### src/rtl/uart_tx_fifo.sv
// ---------------------------------------------------------------------------
// uart_tx_fifo
//   Buffered 8N1 UART transmitter. Bytes written through tx_wr/tx_data are
//   queued in a small circular FIFO and serialized LSB first on uart_txd at
//   clk_freq / uart_baud_rate clocks per bit. Queued frames go out
//   back-to-back with no idle gap.
//
// Parameters
//   clk_freq        system clock frequency in Hz
//   uart_baud_rate  line bit rate in baud
//   fifo_depth      FIFO entries (power of two, >= 2)
//
// Ports
//   clk          in   system clock, rising edge
//   rst          in   asynchronous active-low reset
//   tx_data[7:0] in   byte to enqueue
//   tx_wr        in   write strobe
//   tx_full      out  FIFO holds fifo_depth entries
//   tx_empty     out  FIFO holds no entries
//   tx_busy      out  serializer not idle
//   tx_overflow  out  one-cycle pulse after a dropped write
//   uart_txd     out  registered serial line, idle high
// ---------------------------------------------------------------------------
module uart_tx_fifo #(
  parameter int unsigned clk_freq       = 100000000,
  parameter int unsigned uart_baud_rate = 1152000,
  parameter int unsigned fifo_depth     = 8
) (
  input  logic       clk,
  input  logic       rst,
  input  logic [7:0] tx_data,
  input  logic       tx_wr,
  output logic       tx_full,
  output logic       tx_empty,
  output logic       tx_busy,
  output logic       tx_overflow,
  output logic       uart_txd
);

  localparam int unsigned LP_DIV = clk_freq / uart_baud_rate;
  localparam int unsigned LP_BW  = (LP_DIV > 1) ? $clog2(LP_DIV) : 1;
  localparam int unsigned LP_PW  = $clog2(fifo_depth);
  localparam int unsigned LP_CW  = LP_PW + 1;

  localparam logic [LP_BW-1:0] LP_BAUD_LAST = LP_BW'(LP_DIV - 1);
  localparam logic [LP_CW-1:0] LP_DEPTH     = LP_CW'(fifo_depth);

  typedef enum logic [1:0] {
    S_IDLE,
    S_START,
    S_DATA,
    S_STOP
  } state_t;

  state_t             r_state;
  state_t             w_state_next;

  logic [LP_BW-1:0]   r_baud;
  logic               w_baud_end;
  logic [2:0]         r_bit_idx;
  logic [7:0]         r_shift;
  logic [7:0]         w_shift_next;
  logic               r_txd;
  logic               w_txd_next;

  logic [7:0]         r_mem [fifo_depth];
  logic [LP_PW-1:0]   r_wr_ptr;
  logic [LP_PW-1:0]   r_rd_ptr;
  logic [LP_CW-1:0]   r_count;
  logic               r_ovf;

  logic               w_full;
  logic               w_empty;
  logic               w_wr_ok;
  logic               w_pop;

  // -------------------------------------------------------------------------
  // FIFO status and write acceptance. A write against a full FIFO is dropped
  // even when a pop happens on the same edge.
  // -------------------------------------------------------------------------
  assign w_full   = (r_count == LP_DEPTH);
  assign w_empty  = (r_count == '0);
  assign w_wr_ok  = tx_wr && !w_full;

  assign w_baud_end = (r_baud == LP_BAUD_LAST);

  // -------------------------------------------------------------------------
  // FSM: state register
  // -------------------------------------------------------------------------
  always_ff @(posedge clk or negedge rst) begin
    if (!rst) begin
      r_state <= S_IDLE;
    end else begin
      r_state <= w_state_next;
    end
  end

  // -------------------------------------------------------------------------
  // FSM: next state and pop request
  // -------------------------------------------------------------------------
  always_comb begin
    w_state_next = r_state;
    w_pop        = 1'b0;
    case (r_state)
      S_IDLE: begin
        if (!w_empty) begin
          w_state_next = S_START;
          w_pop        = 1'b1;
        end
      end
      S_START: begin
        if (w_baud_end) begin
          w_state_next = S_DATA;
        end
      end
      S_DATA: begin
        if (w_baud_end && (r_bit_idx == 3'd7)) begin
          w_state_next = S_STOP;
        end
      end
      S_STOP: begin
        if (w_baud_end) begin
          if (!w_empty) begin
            w_state_next = S_START;
            w_pop        = 1'b1;
          end else begin
            w_state_next = S_IDLE;
          end
        end
      end
      default: begin
        w_state_next = S_IDLE;
      end
    endcase
  end

  // -------------------------------------------------------------------------
  // FSM: outputs. The line level is computed from the state being entered so
  // that the registered uart_txd changes on the same edge as the state.
  // -------------------------------------------------------------------------
  always_comb begin
    w_shift_next = r_shift;
    if (w_pop) begin
      w_shift_next = r_mem[r_rd_ptr];
    end else if ((r_state == S_DATA) && w_baud_end) begin
      w_shift_next = {1'b0, r_shift[7:1]};
    end

    case (w_state_next)
      S_START: w_txd_next = 1'b0;
      S_DATA:  w_txd_next = w_shift_next[0];
      default: w_txd_next = 1'b1;
    endcase
  end

  // -------------------------------------------------------------------------
  // Serializer datapath. The baud counter restarts on every bit boundary,
  // which coincides with every state entry; in IDLE it is held at zero.
  // -------------------------------------------------------------------------
  always_ff @(posedge clk or negedge rst) begin
    if (!rst) begin
      r_baud    <= '0;
      r_bit_idx <= '0;
      r_shift   <= '0;
      r_txd     <= 1'b1;
    end else begin
      if ((r_state == S_IDLE) || w_baud_end) begin
        r_baud <= '0;
      end else begin
        r_baud <= r_baud + 1'b1;
      end

      if (r_state == S_START) begin
        r_bit_idx <= '0;
      end else if ((r_state == S_DATA) && w_baud_end) begin
        r_bit_idx <= r_bit_idx + 1'b1;
      end

      r_shift <= w_shift_next;
      r_txd   <= w_txd_next;
    end
  end

  // -------------------------------------------------------------------------
  // FIFO storage (no reset needed; validity is tracked by r_count)
  // -------------------------------------------------------------------------
  always_ff @(posedge clk) begin
    if (w_wr_ok) begin
      r_mem[r_wr_ptr] <= tx_data;
    end
  end

  // -------------------------------------------------------------------------
  // FIFO pointers, occupancy and overflow flag
  // -------------------------------------------------------------------------
  always_ff @(posedge clk or negedge rst) begin
    if (!rst) begin
      r_wr_ptr <= '0;
      r_rd_ptr <= '0;
      r_count  <= '0;
      r_ovf    <= 1'b0;
    end else begin
      if (w_wr_ok) begin
        r_wr_ptr <= r_wr_ptr + 1'b1;
      end
      if (w_pop) begin
        r_rd_ptr <= r_rd_ptr + 1'b1;
      end

      case ({w_wr_ok, w_pop})
        2'b10:   r_count <= r_count + 1'b1;
        2'b01:   r_count <= r_count - 1'b1;
        default: r_count <= r_count;
      endcase

      r_ovf <= tx_wr && w_full;
    end
  end

  assign tx_full     = w_full;
  assign tx_empty    = w_empty;
  assign tx_busy     = (r_state != S_IDLE);
  assign tx_overflow = r_ovf;
  assign uart_txd    = r_txd;

endmodule

### config.mk
export PLATFORM = sky130hd
export DESIGN_NAME = uart_tx_fifo
export DESIGN_NICKNAME = d
export VERILOG_FILES = /design/src/rtl/uart_tx_fifo.sv
export SDC_FILE = /design/constraint.sdc
export NUM_CORES = 1
export LEC_CHECK = 0
export ABC_AREA = 1
export CAP_MARGIN = 15
export CORE_MARGIN = 1.5
export CORE_UTILIZATION = 55
export DETAILED_ROUTE_END_ITERATION = 16
export PLACE_DENSITY_LB_ADDON = 0.08
export SETUP_SLACK_MARGIN = 0.5
export SYNTH_ARGS = -nofsm -noshare
export SYNTH_HDL_FRONTEND = slang
export SYNTH_SLANG_ARGS = --single-unit
export TNS_END_PERCENT = 30
### constraint.sdc
create_clock -name clk -period 2.01 [get_ports clk]
set_input_delay 0.3015 -clock clk [delete_from_list [all_inputs] [get_ports clk]]
set_output_delay 0.3015 -clock clk [all_outputs]
set_load 0.03 [all_outputs]
# After elaboration in Yosys (flattened, before gate mapping)
# Memories as Yosys holds them, arrays and structs flattened.
# Index checks and enable logic that the tools add are counted.
[classes]
n_eq_ne = 10
multipliers = 0
magnitude_cmp = 0
div_mod_pow = 0
bitwise = 0
shift = 0
n_mux = 18
n_reduce_logical = 12
n_addsub = 6
[op_table]
columns = ["cell", "count"]
rows = [
  ["$mux W8", 2],
  ["$add A3 B1 Y3 const B", 3],
  ["$eq A2 B2 Y1 const B", 4],
  ["$mux W2", 4],
  ["$pmux W2 S4", 1],
  ["$pmux W4 S2", 1],
  ["$reduce_bool A2 Y1", 4],
  ["$add A7 B1 Y7 const B", 1],
  ["$eq A7 B7 Y1 const B", 1],
  ["$mux W7", 1],
  ["$eq A2 B1 Y1 const B", 3],
  ["$mux W3", 2],
  ["$mux W1", 5],
  ["$add A4 B1 Y4 const B", 1],
  ["$eq A4 B4 Y1 const B", 1],
  ["$logic_and A1 B1 Y1", 4],
  ["$logic_not A4 Y1", 1],
  ["$pmux W1 S2", 2],
  ["$sub A4 B1 Y4 const B", 1],
  ["$eq A3 B3 Y1 const B", 1],
  ["$logic_not A2 Y1", 1],
  ["$logic_not A1 Y1", 1],
  ["$logic_or A1 B1 Y1", 1],
]
[word_totals]
register_bits = 32
latchBits = 0
ram_bits = 64
mem_bits_ro = 0
word_cells = 57
out_inout_bits = 5
input_bits = 11
memories = 1
[memory_table]
columns = ["memory", "depth", "width", "rd", "rd_ports_with_merged_regs", "write_ports", "line_no", "text"]
rows = [
  ["r_mem", 8, 8, 1, 0, 1, "66", "logic [7:0] r_mem [fifo_depth];"],
]

# Longest topological paths before layout
# Gate-level depths: netlist of run 1.
[depth]
word_depth = 6
mapped_depth = 15
mapped_depth_nobuf = 14

# Worst setup path after synthesis of run 1
# Ideal clock, no wire load.
[synth_path]
path_type = "register to register"
start = "register r_state[0]"
end = "register r_count[2]"
synth_period_minus_slack_ns = 2.154
t_arrival_ns = 2.037
path_stages_with_launch = 13
n_path_buf = 1
slack_ns = -0.144
required_time_ns = 1.893
cell_sequence = "dfrtp_1 > inv_1 > ha_1 > inv_1 > a21oi_4 > buf_6 > ha_1 > xor2_1 > ha_1 > inv_1 > nand3b_1 > nand3_1 > nand2_1"
[synth_between]
elab_chain_len = 4
elab_cells_between_ends = 7
[synth_rtl]
columns = ["item", "line_no", "text"]
rows = [
  ["start, declared", "55", "state_t r_state;"],
  ["start signal, assigned", "94", "r_state <= w_state_next;"],
  ["$eq A2 B2 Y1 / $logic_not A2 Y1 (equally long branches)", "104", "case (r_state)"],
  ["$pmux W1 S2 *", "104", ""],
  ["via w_pop", "75", "logic w_pop;"],
  ["$eq A2 B1 Y1 / $eq A2 B2 Y1 (equally long branches)", "210", "case ({w_wr_ok, w_pop})"],
  ["$pmux W4 S2 / $reduce_bool A2 Y1 (equally long branches)", "-", ""],
  ["end signal, assigned", "211", "2'b10: r_count <= r_count + 1'b1;"],
  ["end signal, assigned", "212", "2'b01: r_count <= r_count - 1'b1;"],
  ["end signal, assigned", "213", "default: r_count <= r_count;"],
  ["end, declared", "69", "logic [LP_CW-1:0] r_count;"],
]
# Mark *: on every way through the listed nets, which the timed path passes. The rest lies on a longest branch.
# A chain may end at the register's enable or synchronous reset.

# Worst setup path after layout of run 1
[layout_path]
start = "register r_state[0]"
end = "register r_count[2]"
[layout_between]
elab_chain_len = 4
elab_cells_between_ends = 7
[layout_rtl]
columns = ["item", "line_no"]
rows = [
  ["$eq A2 B2 Y1 / $logic_not A2 Y1 (equally long branches)", "104"],
  ["$pmux W1 S2 *", "104"],
  ["$eq A2 B1 Y1 / $eq A2 B2 Y1 (equally long branches)", "210"],
  ["$pmux W4 S2 / $reduce_bool A2 Y1 (equally long branches)", "-"],
]
# Every way passes the cells marked *; elsewhere a longest branch is shown, timed or not.

==> results of run 1 <==
-- metrics by stage --
| stage | std cells | hold slack, ns | power, mW | utilization, % | TNS (ns) |
|---|---|---|---|---|---|
| after floorplan | 398 | 0.00591 | 4.71 | - | -0.0461 |
| after global placement | 522 | 0.461 | 5.36 | 61.7 | 0 |
| after detailed placement | 522 | 0.468 | 5.45 | 61.7 | -0.0373 |
| after CTS | 561 | 0.343 | 7.21 | 67.9 | 0 |
| after global routing | 563 | 0.359 | 8.14 | 71.3 | -0.0367 |
| final | 563 | 0.330 | 7.67 | 71.3 | 0 |
-- kinds of logic (layout without fill, tap and decap cells) --
group                      count (synthesis)  count (layout)  share of synthesized area (%)
buffers and inverters                     44             107                           4.36
adders and majority gates                 13              13                           3.75
and+or+nand+nor                          168             168                           17.9
DFF                                       96              96                           62.8
AOI/OAI and AO/OA                         70              70                           9.75
xor gates and xnor gates                   7               7                           1.41
-- per-layer routing --
| metal | up-vias | GRT usage [%] |
|---|---|---|
| met1 | 1469 | 31.1 |
| met5 | - | 0 |
| met4 | 0 | 9.23 |
| met2 | 71 | 37.0 |
| li1 | 1494 | - |
| met3 | 15 | 2.74 |
-- registers in the layout, summed over array words and instances, names as in the netlist --
signal / count
r_bit_idx: 3
r_count: 4
r_rd_ptr: 3
tx_overflow: 1
r_baud: 7
r_shift: 8
r_wr_ptr: 3
uart_txd: 1
r_state: 2
r_mem: 64
-- cells in the mapped netlist, drive strengths merged --
cell	count
a21boi	1
clkinv	1
o211ai	1
xnor2	1
a21oi	6
dfrtp	31
nand2	60
nor4	1
edfxtp	64
xor2	6
buf	7
and3	1
clkbuf	5
nand4	2
o221ai	13
ha	13
or2	2
nand3	27
nor3	3
o21ai	49
nor3b	2
nand3b	1
nor2	69
dfstp	1
inv	31
-- cells in the final DEF, fill, tap and decap left out, types with 4 or more instances in the layout --
cell             instances
inv_4                    6
nor2_2                   6
inv_1                   15
clkdlybuf4s50_1         10
nand3_1                 17
nand2_1                 46
nor2_4                   8
o221ai_1                13
edfxtp_1                64
buf_6                   16
dfrtp_1                 30
o21ai_0                 37
nand2_2                  8
buf_4                   26
nor2_1                  54
ha_4                     4
clkbuf_8                 9
nand3_2                  7
ha_1                     6
a21oi_1                  5
inv_2                    9
o21ai_1                 10
-- path summary, 6_finish.rpt --
path	startpoint	end	slack, ns	cells past startpoint
max	r_state[0]	r_count[2]	0.08	14
min	rst	r_bit_idx[2]	0.33	2
max reg2reg	r_state[0]	r_count[2]	0.08	14
min reg2reg	r_bit_idx[1]	r_bit_idx[1]	0.50	2
max in group asynchronous	rst	uart_txd	1.33	2
min in group clk	r_bit_idx[1]	r_bit_idx[1]	0.50	2
-- worst max-delay path: cells and delay by family (launching register included) --
family                   cells  cell delay, ns
XOR/XNOR                     1            0.15
AO/OA/AOI/OAI                1            0.15
flip-flops                   1            0.42
buffers and inverters        2            0.13
adder cells (fa/ha/maj)      3            0.55
AND/OR/NAND/NOR              7            0.43
-- what timing repair did --
item | in CTS | in global routing
pin swaps | 8 | 5
endpoints found under the setup margin | 88 | 89
setup buffers | 23 | 2
gates resized for setup | 41 | 69
-- power by group through the flow --
stage / clock network (mW) / logic (mW) / registers [mW]
floorplan: 0 / 1.89 / 2.82
finish: 1.30 / 3.58 / 2.80
global route: 1.40 / 3.91 / 2.84
CTS: 1.31 / 3.14 / 2.76
detailed placement: 0 / 2.62 / 2.82
global placement: 0 / 2.54 / 2.82
-- final cells by class --
cell class                      count  area, µm²  area share [%]
Timing Repair Buffer               59        584            10.7
Inverter                           32        140            2.56
Clock inverter                      6       73.8            1.35
Tap cell                          102        128            2.33
Multi-Input combinational cell    258       1710            31.1
Clock buffer                       10        128            2.33
Sequential cell                    96       2730            49.7
==> impl_metrics.json, run 1 <==
{
  "clk_pin_slew_ns": 0.10,
  "clock-sinks": 96,
  "ios": 16,
  "fin_crit_sh_pct": 96.2,
  "yosys.area.top_type": "edfxtp_1",
  "cts_tree": "done",
  "critPathMaxFanout": 3,
  "synth_top_area_share_pct": 44.3,
  "switching_share_pct": 39.5,
  "clkLatencyLatePin_ns": 0.36,
  "period_needed_ns": 1.93,
  "drc": 0,
  "gr-total-overflow": 0,
  "die-area_mm2": 0.00843,
  "arrival_ns": 2.19,
  "wl_per_cell_um": 16.3,
  "routed_wirelength_um": 9180,
  "cap_viol_max_count": 0,
  "cts-root-buf": "clkbuf_8",
  "die_height_um": 91.8,
  "core.rowCount": 32,
  "antenna_found_initial": 0,
  "rsz0062_at_grt": "true",
  "cts_max_level": 3,
  "wl_met2_um": 4530,
  "drive_gt1_share_pct": 29.7,
  "port_buffers": 15,
  "dr_wl_met3_um": 347,
  "synthCells": 398,
  "relSlewSlack_pct": 71.7,
  "track_usage_pct": 22.7,
  "clkPwrFrac_pct": 16.9,
  "ys_ff_latch": 96,
  "m1WireLength_um": 4100,
  "power.density_mw_per_mm2": 1400,
  "dr.max_layer_used": "met4",
  "drt_iter0_markers": 153,
  "grt_pass1_wl_um": 14500,
  "clk_path_buf_depth": 2,
  "final.fill_count": 533,
  "worst_setup_path_end_kind": "flop",
  "diodes": 0,
  "drv_slew": 0,
  "postCtsHoldBufs": 0,
  "num_vias": 3049,
  "power.switching_mw": 3.03,
  "vdd_drop_max_mv": 1.05,
  "synth_area_leaders": "edfxtp_1 (44%), dfrtp_1 (18%), nor2_1 (5.6%)",
  "hold_viol": 0,
  "gp_congestion": 0.844,
  "clock_skew_ns": 0.00966,
  "synthesis.area_mm2": 0.00434,
  "core_mm2": 0.00769,
  "worstSetupPathType": "flop to flop",
  "pwr-share-comb_pct": 46.6,
  "hpwl_um": 5670,
  "leakage_nw": 2.17,
  "vias_per_cell": 5.42,
  "synth_area_per_cell_um2": 10.9,
  "grt_max_degree": 34,
  "p_seq_share_pct": 36.4,
  "start_util_pct": 56.4,
  "die_x_um": 91.8,
  "setup_violations": 0,
  "grt_pass1_vias": 3013,
  "stdcell_area_mm2": 0.00548,
  "worst_slew_pin_slew_ns": 0.424,
  "required_ns": 2.27,
  "slowest_delay_ns": 0.42,
  "cp_slowest_cell": "dfrtp_1",
  "status": "finished, final reports clean",
  "crit_chain": "inv_2 > ha_4 > nor2_2 > nor2_4 > nand2_2 > a21oi_4 > ha_4 > xor2_2 > ha_2 > inv_2 > nand2_2 > nand2_1 > nand3_1 > nand2_1",
  "detail_route.first_pass.iterations": 4,
  "numCtsBuffers": 9,
  "fmax_mhz": 517,
  "ys_types": 38,
  "power.internal_mw": 4.64,
  "final_nets": 480,
  "synth_nets": 422,
  "placed_cell_area_mm2": 0.00474,
  "ys_warn_count": 0,
  "critPathLaunchType": "flop",
  "hold_path_class": "primary input to async pin",
  "dpl_worst_slack_ns": -0.0345,
  "timing.final.ws_setup_ns": 0.0755,
  "seq_area_frac_synth_pct": 62.8,
  "area_delta_synth_final_pct": 26.4,
  "ant_nets": 0
}
Note: power is estimated with default switching activity, not from simulation.
==> run 2: changes to the inputs <==
Settings changed: CAP_MARGIN 15 to default.
==> results of run 2 <==
No change in the layout: final DEF, timing and power equal those of run 1.
